--- src/rtl/bf_pkg.sv ---
// +----------------------------------------------------------------------------+
// | bf_pkg - shared widths, codes and FSM encoding for the Bellman-Ford blocks |
// | Revision: 1.0                                                              |
// +----------------------------------------------------------------------------+
`default_nettype none

package bf_pkg;

  localparam int AW = 13;
  localparam int DW = 16;
  localparam logic [DW-1:0] INF = 16'hFFFF;
  localparam logic [AW-1:0] ONE_AW = AW'(1);

  // Relax handshake bundle: node index width on the request side.
  localparam int RELAX_NODE_W = AW;

  typedef enum logic [2:0] {
    ST_IDLE       = 3'd0,
    ST_INIT       = 3'd1,
    ST_RELAX_REQ  = 3'd2,
    ST_RELAX_WAIT = 3'd3,
    ST_PASS_END   = 3'd4,
    ST_CHECK_REQ  = 3'd5,
    ST_CHECK_WAIT = 3'd6,
    ST_DONE       = 3'd7
  } state_t;

  function automatic logic is_active(input state_t s);
    return !(s == ST_IDLE || s == ST_DONE);
  endfunction

endpackage

`default_nettype wire

--- src/rtl/bf_pass_scheduler_if.sv ---
// +----------------------------------------------------------------------------+
// | bf_pass_scheduler_if - relax request/acknowledge handshake bundle          |
// | Revision: 1.0                                                              |
// +----------------------------------------------------------------------------+
`default_nettype none

interface bf_pass_scheduler_if;
  import bf_pkg::*;

  logic                    relax_req;
  logic [RELAX_NODE_W-1:0] relax_node;
  logic                    relax_ack;
  logic                    relax_updated;

  modport master (
    output relax_req,
    output relax_node,
    input  relax_ack,
    input  relax_updated
  );

  modport slave (
    input  relax_req,
    input  relax_node,
    output relax_ack,
    output relax_updated
  );

endinterface

`default_nettype wire

--- src/rtl/bf_node_counter.sv ---
// +----------------------------------------------------------------------------+
// | bf_node_counter - node index counter with clear, increment and last flag   |
// | Revision: 1.0                                                              |
// +----------------------------------------------------------------------------+
`default_nettype none

module bf_node_counter
  import bf_pkg::*;
(
  input  logic          clock,
  input  logic          reset,
  input  logic          clear,
  input  logic          inc,
  input  logic [AW-1:0] num_nodes,
  output logic [AW-1:0] node,
  output logic          last
);

  always_ff @(posedge clock) begin
    if (reset) begin
      node <= '0;
    end else if (clear) begin
      node <= '0;
    end else if (inc) begin
      node <= node + ONE_AW;
    end
  end

  // Only consulted while a run with N >= 1 is active, so N-1 never wraps here.
  assign last = (node == (num_nodes - ONE_AW));

endmodule

`default_nettype wire

--- src/rtl/bf_pass_scheduler.sv ---
// +----------------------------------------------------------------------------+
// | bf_pass_scheduler - initialises distances, sequences relax passes and the  |
// | final negative-cycle detection pass. Revision: 1.0                         |
// +----------------------------------------------------------------------------+
`default_nettype none

module bf_pass_scheduler
  import bf_pkg::*;
(
  input  logic                       clock,
  input  logic                       reset,
  input  logic                       start,
  input  logic [AW-1:0]              num_nodes,
  input  logic [AW-1:0]              src_node,
  output logic                       init_we,
  output logic [AW-1:0]              init_addr,
  output logic [DW-1:0]              init_data,
  bf_pass_scheduler_if.master        relax,
  output logic                       busy,
  output logic [AW-1:0]              pass_count,
  output logic                       Finish,
  output logic                       NegCycle
);

  state_t        state_q, state_d;
  logic [AW-1:0] n_q, n_d;
  logic [AW-1:0] src_q, src_d;
  logic          changed_q, changed_d;
  logic [AW-1:0] pcount_q, pcount_d;
  logic          finish_q, finish_d;
  logic          neg_q, neg_d;
  logic          gap_q;
  logic          ack_ok;
  logic          req_c;
  logic          cnt_clear, cnt_inc;
  logic [AW-1:0] node;
  logic          last;

  bf_node_counter u_node_counter (
    .clock     (clock),
    .reset     (reset),
    .clear     (cnt_clear),
    .inc       (cnt_inc),
    .num_nodes (n_q),
    .node      (node),
    .last      (last)
  );

  always_ff @(posedge clock) begin
    if (reset) begin
      state_q   <= ST_IDLE;
      n_q       <= '0;
      src_q     <= '0;
      changed_q <= 1'b0;
      pcount_q  <= '0;
      finish_q  <= 1'b0;
      neg_q     <= 1'b0;
      gap_q     <= 1'b0;
    end else begin
      state_q   <= state_d;
      n_q       <= n_d;
      src_q     <= src_d;
      changed_q <= changed_d;
      pcount_q  <= pcount_d;
      finish_q  <= finish_d;
      neg_q     <= neg_d;
      gap_q     <= ack_ok;
    end
  end

  // gap_q holds the request low for one cycle after every accepted ack.
  always_comb begin
    state_d   = state_q;
    n_d       = n_q;
    src_d     = src_q;
    changed_d = changed_q;
    pcount_d  = pcount_q;
    finish_d  = finish_q;
    neg_d     = neg_q;
    cnt_clear = 1'b0;
    cnt_inc   = 1'b0;
    req_c     = 1'b0;
    ack_ok    = 1'b0;
    unique case (state_q)
      ST_IDLE, ST_DONE: begin
        if (start) begin
          n_d       = num_nodes;
          src_d     = src_node;
          pcount_d  = '0;
          finish_d  = 1'b0;
          neg_d     = 1'b0;
          cnt_clear = 1'b1;
          if (num_nodes == '0) begin
            state_d  = ST_DONE;
            finish_d = 1'b1;
          end else begin
            state_d = ST_INIT;
          end
        end
      end
      ST_INIT: begin
        if (last) begin
          cnt_clear = 1'b1;
          changed_d = 1'b0;
          state_d   = (n_q == ONE_AW) ? ST_CHECK_REQ : ST_RELAX_REQ;
        end else begin
          cnt_inc = 1'b1;
        end
      end
      ST_RELAX_REQ: begin
        if (!gap_q) begin
          req_c   = 1'b1;
          state_d = ST_RELAX_WAIT;
        end
      end
      ST_RELAX_WAIT: begin
        req_c = 1'b1;
        if (relax.relax_ack) begin
          ack_ok    = 1'b1;
          changed_d = changed_q | relax.relax_updated;
          if (last) begin
            state_d = ST_PASS_END;
          end else begin
            cnt_inc = 1'b1;
            state_d = ST_RELAX_REQ;
          end
        end
      end
      ST_PASS_END: begin
        pcount_d  = pcount_q + ONE_AW;
        cnt_clear = 1'b1;
        if (!changed_q) begin
          state_d  = ST_DONE;
          finish_d = 1'b1;
        end else if (pcount_d == (n_q - ONE_AW)) begin
          state_d = ST_CHECK_REQ;
        end else begin
          changed_d = 1'b0;
          state_d   = ST_RELAX_REQ;
        end
      end
      ST_CHECK_REQ: begin
        if (!gap_q) begin
          req_c   = 1'b1;
          state_d = ST_CHECK_WAIT;
        end
      end
      ST_CHECK_WAIT: begin
        req_c = 1'b1;
        if (relax.relax_ack) begin
          ack_ok = 1'b1;
          if (relax.relax_updated) begin
            state_d = ST_DONE;
            neg_d   = 1'b1;
          end else if (last) begin
            state_d  = ST_DONE;
            finish_d = 1'b1;
          end else begin
            cnt_inc = 1'b1;
            state_d = ST_CHECK_REQ;
          end
        end
      end
      default: state_d = ST_IDLE;
    endcase
  end

  assign init_we          = (state_q == ST_INIT);
  assign init_addr        = init_we ? node : '0;
  assign init_data        = (init_we && (node != src_q)) ? INF : '0;
  assign relax.relax_req  = req_c;
  assign relax.relax_node = node;
  assign busy             = is_active(state_q);
  assign pass_count       = pcount_q;
  assign Finish           = finish_q;
  assign NegCycle         = neg_q;

endmodule

`default_nettype wire

--- src/flat_wrapper.sv ---
// flat-port wrapper written by rule: the top's interface ports become plain ports
module bf_pass_scheduler_flat import bf_pkg::*;
  (clock, reset, start, num_nodes, src_node, init_we, init_addr, init_data, busy, pass_count, Finish, NegCycle, relax_relax_req, relax_relax_node, relax_relax_ack, relax_relax_updated);
  bf_pass_scheduler_if relax_i ();
  input  logic clock;
  input  logic reset;
  input  logic start;
  input  logic [AW-1:0] num_nodes;
  input  logic [AW-1:0] src_node;
  output logic init_we;
  output logic [AW-1:0] init_addr;
  output logic [DW-1:0] init_data;
  output logic busy;
  output logic [AW-1:0] pass_count;
  output logic Finish;
  output logic NegCycle;
  output wire logic [$bits(relax_i.relax_req)-1:0] relax_relax_req;
  output wire logic [$bits(relax_i.relax_node)-1:0] relax_relax_node;
  input wire logic [$bits(relax_i.relax_ack)-1:0] relax_relax_ack;
  input wire logic [$bits(relax_i.relax_updated)-1:0] relax_relax_updated;
  assign relax_relax_req = relax_i.relax_req;
  assign relax_relax_node = relax_i.relax_node;
  assign relax_i.relax_ack = relax_relax_ack;
  assign relax_i.relax_updated = relax_relax_updated;
  bf_pass_scheduler u_core (.clock(clock), .reset(reset), .start(start), .num_nodes(num_nodes), .src_node(src_node), .init_we(init_we), .init_addr(init_addr), .init_data(init_data), .relax(relax_i), .busy(busy), .pass_count(pass_count), .Finish(Finish), .NegCycle(NegCycle));
endmodule
--- config.mk ---
export PLATFORM = sky130hd
export DESIGN_NAME = bf_pass_scheduler_flat
export DESIGN_NICKNAME = d
export VERILOG_FILES = /design/src/rtl/bf_pkg.sv /design/src/rtl/bf_pass_scheduler_if.sv /design/src/rtl/bf_node_counter.sv /design/src/rtl/bf_pass_scheduler.sv /design/src/flat_wrapper.sv
export SDC_FILE = /design/constraint.sdc
export NUM_CORES = 1
export LEC_CHECK = 0
export BUFFER_PORTS_ARGS = -buffer_cell sky130_fd_sc_hd__clkbuf_2
export CAP_MARGIN = 10
export CORE_UTILIZATION = 59
export DETAILED_ROUTE_END_ITERATION = 10
export PLACE_DENSITY = 0.85
export REMOVE_ABC_BUFFERS = 1
export SKIP_LAST_GASP = 1
export SLEW_MARGIN = 5
export SYNTH_ARGS = -nofsm -noshare
export SYNTH_HDL_FRONTEND = slang
export SYNTH_SLANG_ARGS = --single-unit
--- constraint.sdc ---
create_clock -name clock -period 6.4 [get_ports clock]
set_clock_uncertainty 0.15 [all_clocks]
set_input_delay 0.64 -clock clock [delete_from_list [all_inputs] [get_ports clock]]
set_output_delay 0.64 -clock clock [all_outputs]
set_load 0.05 [all_outputs]
# Word level (Yosys, flattened, before mapping)
# Index checks and enable logic that the tools add are counted.
[word_totals]
output_inout_bits = 60
elab_cells = 100
input_bits = 31
reg_bits = 59
[classes]
n_eq_ne = 21
n_addsub = 3
n_reduce_logical = 20
bitwise = 2
n_mux = 45
[op_table]
columns = ["cell", "n"]
rows = [
  ["two-way mux 3 bit", 12],
  ["adder 13 x 1 -> 13 bit (second input constant)", 2],
  ["equality test 13 bit", 2],
  ["two-way mux 13 bit", 2],
  ["case mux 13 bit (2 select lines)", 1],
  ["two-way mux 1 bit", 21],
  ["case mux 3 bit (7 select lines)", 1],
  ["inequality test 2 bit (second input constant)", 9],
  ["two-way mux 16 bit", 1],
  ["equality test 13 x 1 -> 1 bit (second input constant)", 1],
  ["zero test 13 bit", 1],
  ["inequality test 13 bit", 1],
  ["subtractor 13 x 1 -> 13 bit (second input constant)", 1],
  ["equality test 3 bit (second input constant)", 4],
  ["case mux 1 bit (3 select lines)", 4],
  ["AND reduction 6 bit", 2],
  ["OR reduction 2 bit", 5],
  ["equality test 3 x 2 -> 1 bit (second input constant)", 2],
  ["nonzero test 3 bit", 2],
  ["case mux 1 bit (2 select lines)", 2],
  ["AND reduction 2 bit", 2],
  ["AND reduction 4 bit", 1],
  ["nonzero test 2 bit", 2],
  ["equality test 3 x 1 -> 1 bit (second input constant)", 1],
  ["9 further kinds", 9],
]

# Longest topological paths before layout
[depth]
ltp_word = 6
mapped_depth = 11
depth_no_buf = 9

# Hierarchy
# A second synthesis with hierarchy kept.
[unflattened]
hier_cells = 536
area_unflattened_um2 = 4048.9
[modules_own_cells]
columns = ["module", "n_inst", "area_each_um2", "cells_each", "seq_area_each_um2"]
rows = [
  ["bf_pass_scheduler", 1, 3042.9, 410, 920.9],
  ["bf_node_counter", 1, 1006.0, 126, 260.2],
]

# Worst setup path before layout
# No wires, ideal clock.
[synth_path]
kind = "flip-flop to output port"
startpoint = "register u_core.u_node_counter.node[4]"
endpoint = "output port init_data[10]"
required_ns = 5.610
n_path_buf = 2
setup_slack_ns = 2.757
arrival_ns = 2.853
stages_incl_launch_ff = 6
path_cell_list = "dfxtp_1 clkbuf_1 xor2_1 nor4_1 a21oi_1 buf_4"
[synth_between]
elab_chain_cells = 3
[synth_rtl]
columns = ["element", "line_no", "source"]
rows = [
  ["start, declared", "bf_node_counter.sv:15", "output logic [AW-1:0] node,"],
  ["start signal, assigned", "bf_node_counter.sv:25", "node <= node + ONE_AW;"],
  ["inequality test 13 bit", "bf_pass_scheduler.sv:170", "assign init_data = (init_we && (node != src_q)) ? INF : '0;"],
  ["logical AND 1 bit", "bf_pass_scheduler.sv:170", ""],
  ["two-way mux 16 bit", "bf_pass_scheduler.sv:170", ""],
  ["end, declared", "flat_wrapper.sv:12", "output logic [DW-1:0] init_data;"],
]
# No other way between the ends.

# Worst setup path after layout
[layout_path]
startpoint = "register u_core.state_q[2]"
endpoint = "output port init_data[8]"
[layout_between]
elab_chain_cells = 3
[layout_rtl]
columns = ["element", "line_no", "source"]
rows = [
  ["start, declared", "bf_pass_scheduler.sv:25", "state_t state_q, state_d;"],
  ["start signal, assigned", "bf_pass_scheduler.sv:60", "state_q <= state_d;"],
  ["equality test 3 x 1 -> 1 bit", "bf_pass_scheduler.sv:168", "assign init_we = (state_q == ST_INIT);"],
  ["logical AND 1 bit", "bf_pass_scheduler.sv:170", ""],
  ["two-way mux 16 bit", "bf_pass_scheduler.sv:170", ""],
]
# No other way between the ends.

==> results_dict.tcl <==
set metrics [dict create \
    status "finished, violations left" \
    violations "design-rule violations" \
    drt-total-wl_um 10600 \
    synth_top_area_cell "dfxtp_1" \
    place_area_um2 4310 \
    critPathRequiredTime_ns 5.61 \
    vias 4056 \
    p_sw_share_pct 48.8 \
    core_um2 6460 \
    max_freq_ghz 0.244 \
    use_met1_pct 39.6 \
    grt_pass1_wl_um 17200 \
    cts-resized-gates 0 \
    fp.dieH_um 84.4 \
    synth-edff-count 0 \
    grt-busiest-layer "met2" \
    synth_area_per_cell_um2 7.61 \
    gp_congestion 0.869 \
    max_slew_margin_pct 26.5 \
    drive_gt1_share_pct 20.3 \
    hold_violations 0 \
    vias_per_cell 6.12 \
    synth_area_leaders "dfxtp_1 30%, nand2_1 7.2%, xnor2_1 7.2%, a21oi_1 6.1%, nor2_1 3.9%" \
    worstMarginPinSlew_ns 1.09 \
    clock_power_share_pct 19.5 \
    fp-row-count 29 \
    drtIter0Drc 286 \
    io_pins 91 \
    rsz0062_at_grt "false" \
    synthArstFlopShare_pct 0 \
    fin_nets 616 \
    clk_latency_ns 0.34 \
    ctsHoldBuffers 0 \
    p_comb_share_pct 55.1 \
    timing.hold.ws_ns 0.317 \
    antenna_left 0 \
    n_antenna_cell 0 \
    root_buffer "clkbuf_8" \
    peakVddDrop_uv 289 \
    crit_fanout 19 \
    start_util_pct 62.0 \
    cts_buffers 9 \
    grt_overflow 0 \
    hold_path.class "reg2reg" \
    dpl.hpwl_um 7520 \
    switchingPower_uw 975 \
    clkTransAtPathRegs_ns 0.06 \
    endpoint_kind "output port" \
    syn-cell-area_um2 4000 \
    final_area_um2 4540 \
    crit_path_start_kind "flip-flop" \
    synth_seq_cells 59 \
    drv_cap 0 \
    syn_to_final_growth_pct 13.4 \
    pre_cts_ws_ns 2.73 \
    antenna_found_initial 0 \
    portBuffers 90 \
    clock_sinks 59 \
    synth-seq-area-share_pct 29.5 \
    setup_violations 0 \
    synth_cell_types 61 \
    globalRouteMet3Util_pct 5.51 \
    post_drt_wl_per_cell_um 16.0 \
    synth-main-ff-cell "dfxtp_1" \
    first_global_vias 3654 \
    period_needed_ns 4.09 \
    fin_cells 663 \
    period_share_pct 64.0 \
    power_density_nw_per_um2 440 \
    synthCells 526 \
    die_area_um2 7110 \
    pwr-share-seq_pct 25.5 \
    grt.total_usage_pct 30.5 \
    cts_tree "built" \
    cts_buffer_depth 2 \
    grt_max_degree 50 \
    use_met2_pct 51.1 \
    power.internal_uw 1020 \
    ys_warn_count 0 \
    cp.arrival_ns 3.30 \
    htreeDepth 3 \
    drc 10 \
    power_leakage_uw 0.00184 \
    synth_top_area_share_pct 29.5 \
    setup_ws_ns 2.31 \
    n_fill_cell 544 \
    die_w_um 84.4 \
    report.final.slew_viol_count 0 \
    dr.pass1.iters 8 \
    setup.worst_path.class "reg2out" \
    placed_cells 646 \
    post_cts_buffers 0 \
]
==> kinds of logic (layout without fill, tap and decap cells) <==
kind of cell	Yosys count	count (layout)	share of synthesized area, %
AND/OR/NAND/NOR	223	223	27.4
AO/OA/AOI/OAI	116	116	18.6
buffers and inverters	67	127	8.13
flip-flops	59	59	29.5
XOR/XNOR	53	53	14.0
adder cells (fa/ha/maj)	4	4	1.25
multiplexers	4	4	1.06
==> final timing paths <==
check,start,depth (start not counted),slack (ns),endpoint
max reg2reg,u_core.n_q[0],9,2.74,u_core.u_node_counter.node[10]
max,u_core.state_q[2],4,2.31,init_data[8]
min,u_core.src_q[6],2,0.32,u_core.src_q[6]
min reg2reg,u_core.src_q[6],2,0.32,u_core.src_q[6]
==> power by group through the flow <==
stage / combinational (µW) / clock, µW / sequential, µW
2_1_floorplan: 776 / 0 / 516
3_3_place_gp: 1070 / 0 / 511
3_5_place_dp: 1080 / 0 / 513
4_1_cts: 1090 / 393 / 506
5_1_grt: 1190 / 411 / 518
6_report: 1100 / 389 / 509
==> layout by cell type (no fill, tap or decap), types with 15 or more instances in the layout <==
cell / netlist / routed
nor4_1: 15 / 15
inv_1: 17 / 17
nand2_1: 77 / 77
clkbuf_2: 0 / 90
o21ai_0: 20 / 20
or3_1: 19 / 19
nor2_1: 42 / 42
a21oi_1: 49 / 49
dfxtp_1: 59 / 59
xnor2_1: 33 / 33
==> layout make-up <==
class / instances / area [µm²] / share of cell area [%]
clock buffer: 12 / 155 / 3.42
inverter: 18 / 67.6 / 1.49
timing repair buffer: 93 / 470 / 10.4
multi-input combinational: 400 / 2490 / 55.0
sequential: 59 / 1180 / 26.0
tap: 77 / 96.3 / 2.12
clock inverter: 4 / 72.6 / 1.60
==> critical path: stages (launching register included) <==
cell and delay (ns):
dfxtp_1 0.49, nor2_1 0.77, nand2_1 0.42, a21oi_1 0.85
clkbuf_2 0.43
==> registers in the layout (all words and copies together) (netlist names) <==
name / cells
u_core.n_q: 13
u_core.pass_count: 13
u_core.src_q: 13
u_core.u_node_counter.node: 13
u_core.state_q: 3
u_core.Finish: 1
u_core.NegCycle: 1
u_core.changed_q: 1
u_core.gap_q: 1
==> layer usage <==
layer / part of all wire [%] / vias to the layer above
li1: - / 1973
met1: 43 / 1897
met2: 48 / 166
met5: 0 / -
met3: 6.7 / 20
met4: 1.8 / 0
==> synth_stat cells, types with 3 or more instances <==
cell      number
dfxtp_1       59
xnor3_1        6
nor3_1        14
a22oi_1        3
and2_1         3
o31ai_1        8
a31oi_1        4
or3_1         19
nand2_1       77
or4_1          6
buf_4         15
nand3_1       13
nor4_1        15
a211oi_1       3
nor2_1        42
o21a_1         3
clkbuf_1      26
xnor2_1       33
xor2_1        12
o21ai_0       20
a311oi_1       3
nand4_1        7
inv_1         17
ha_1           4
buf_1          4
a21oi_1       49
and3_1        14
==> stage by stage <==
stage                     total power [µW]  TNS, ns  utilization (%)
after floorplan                       1290  -109.44                -
after global placement                1580        0             66.7
after detailed placement              1600        0             66.7
after CTS                             1990        0             70.2
after global routing                  2110        0             70.3
final                                 2000        0             70.3
(Power assumes the default switching activity.)
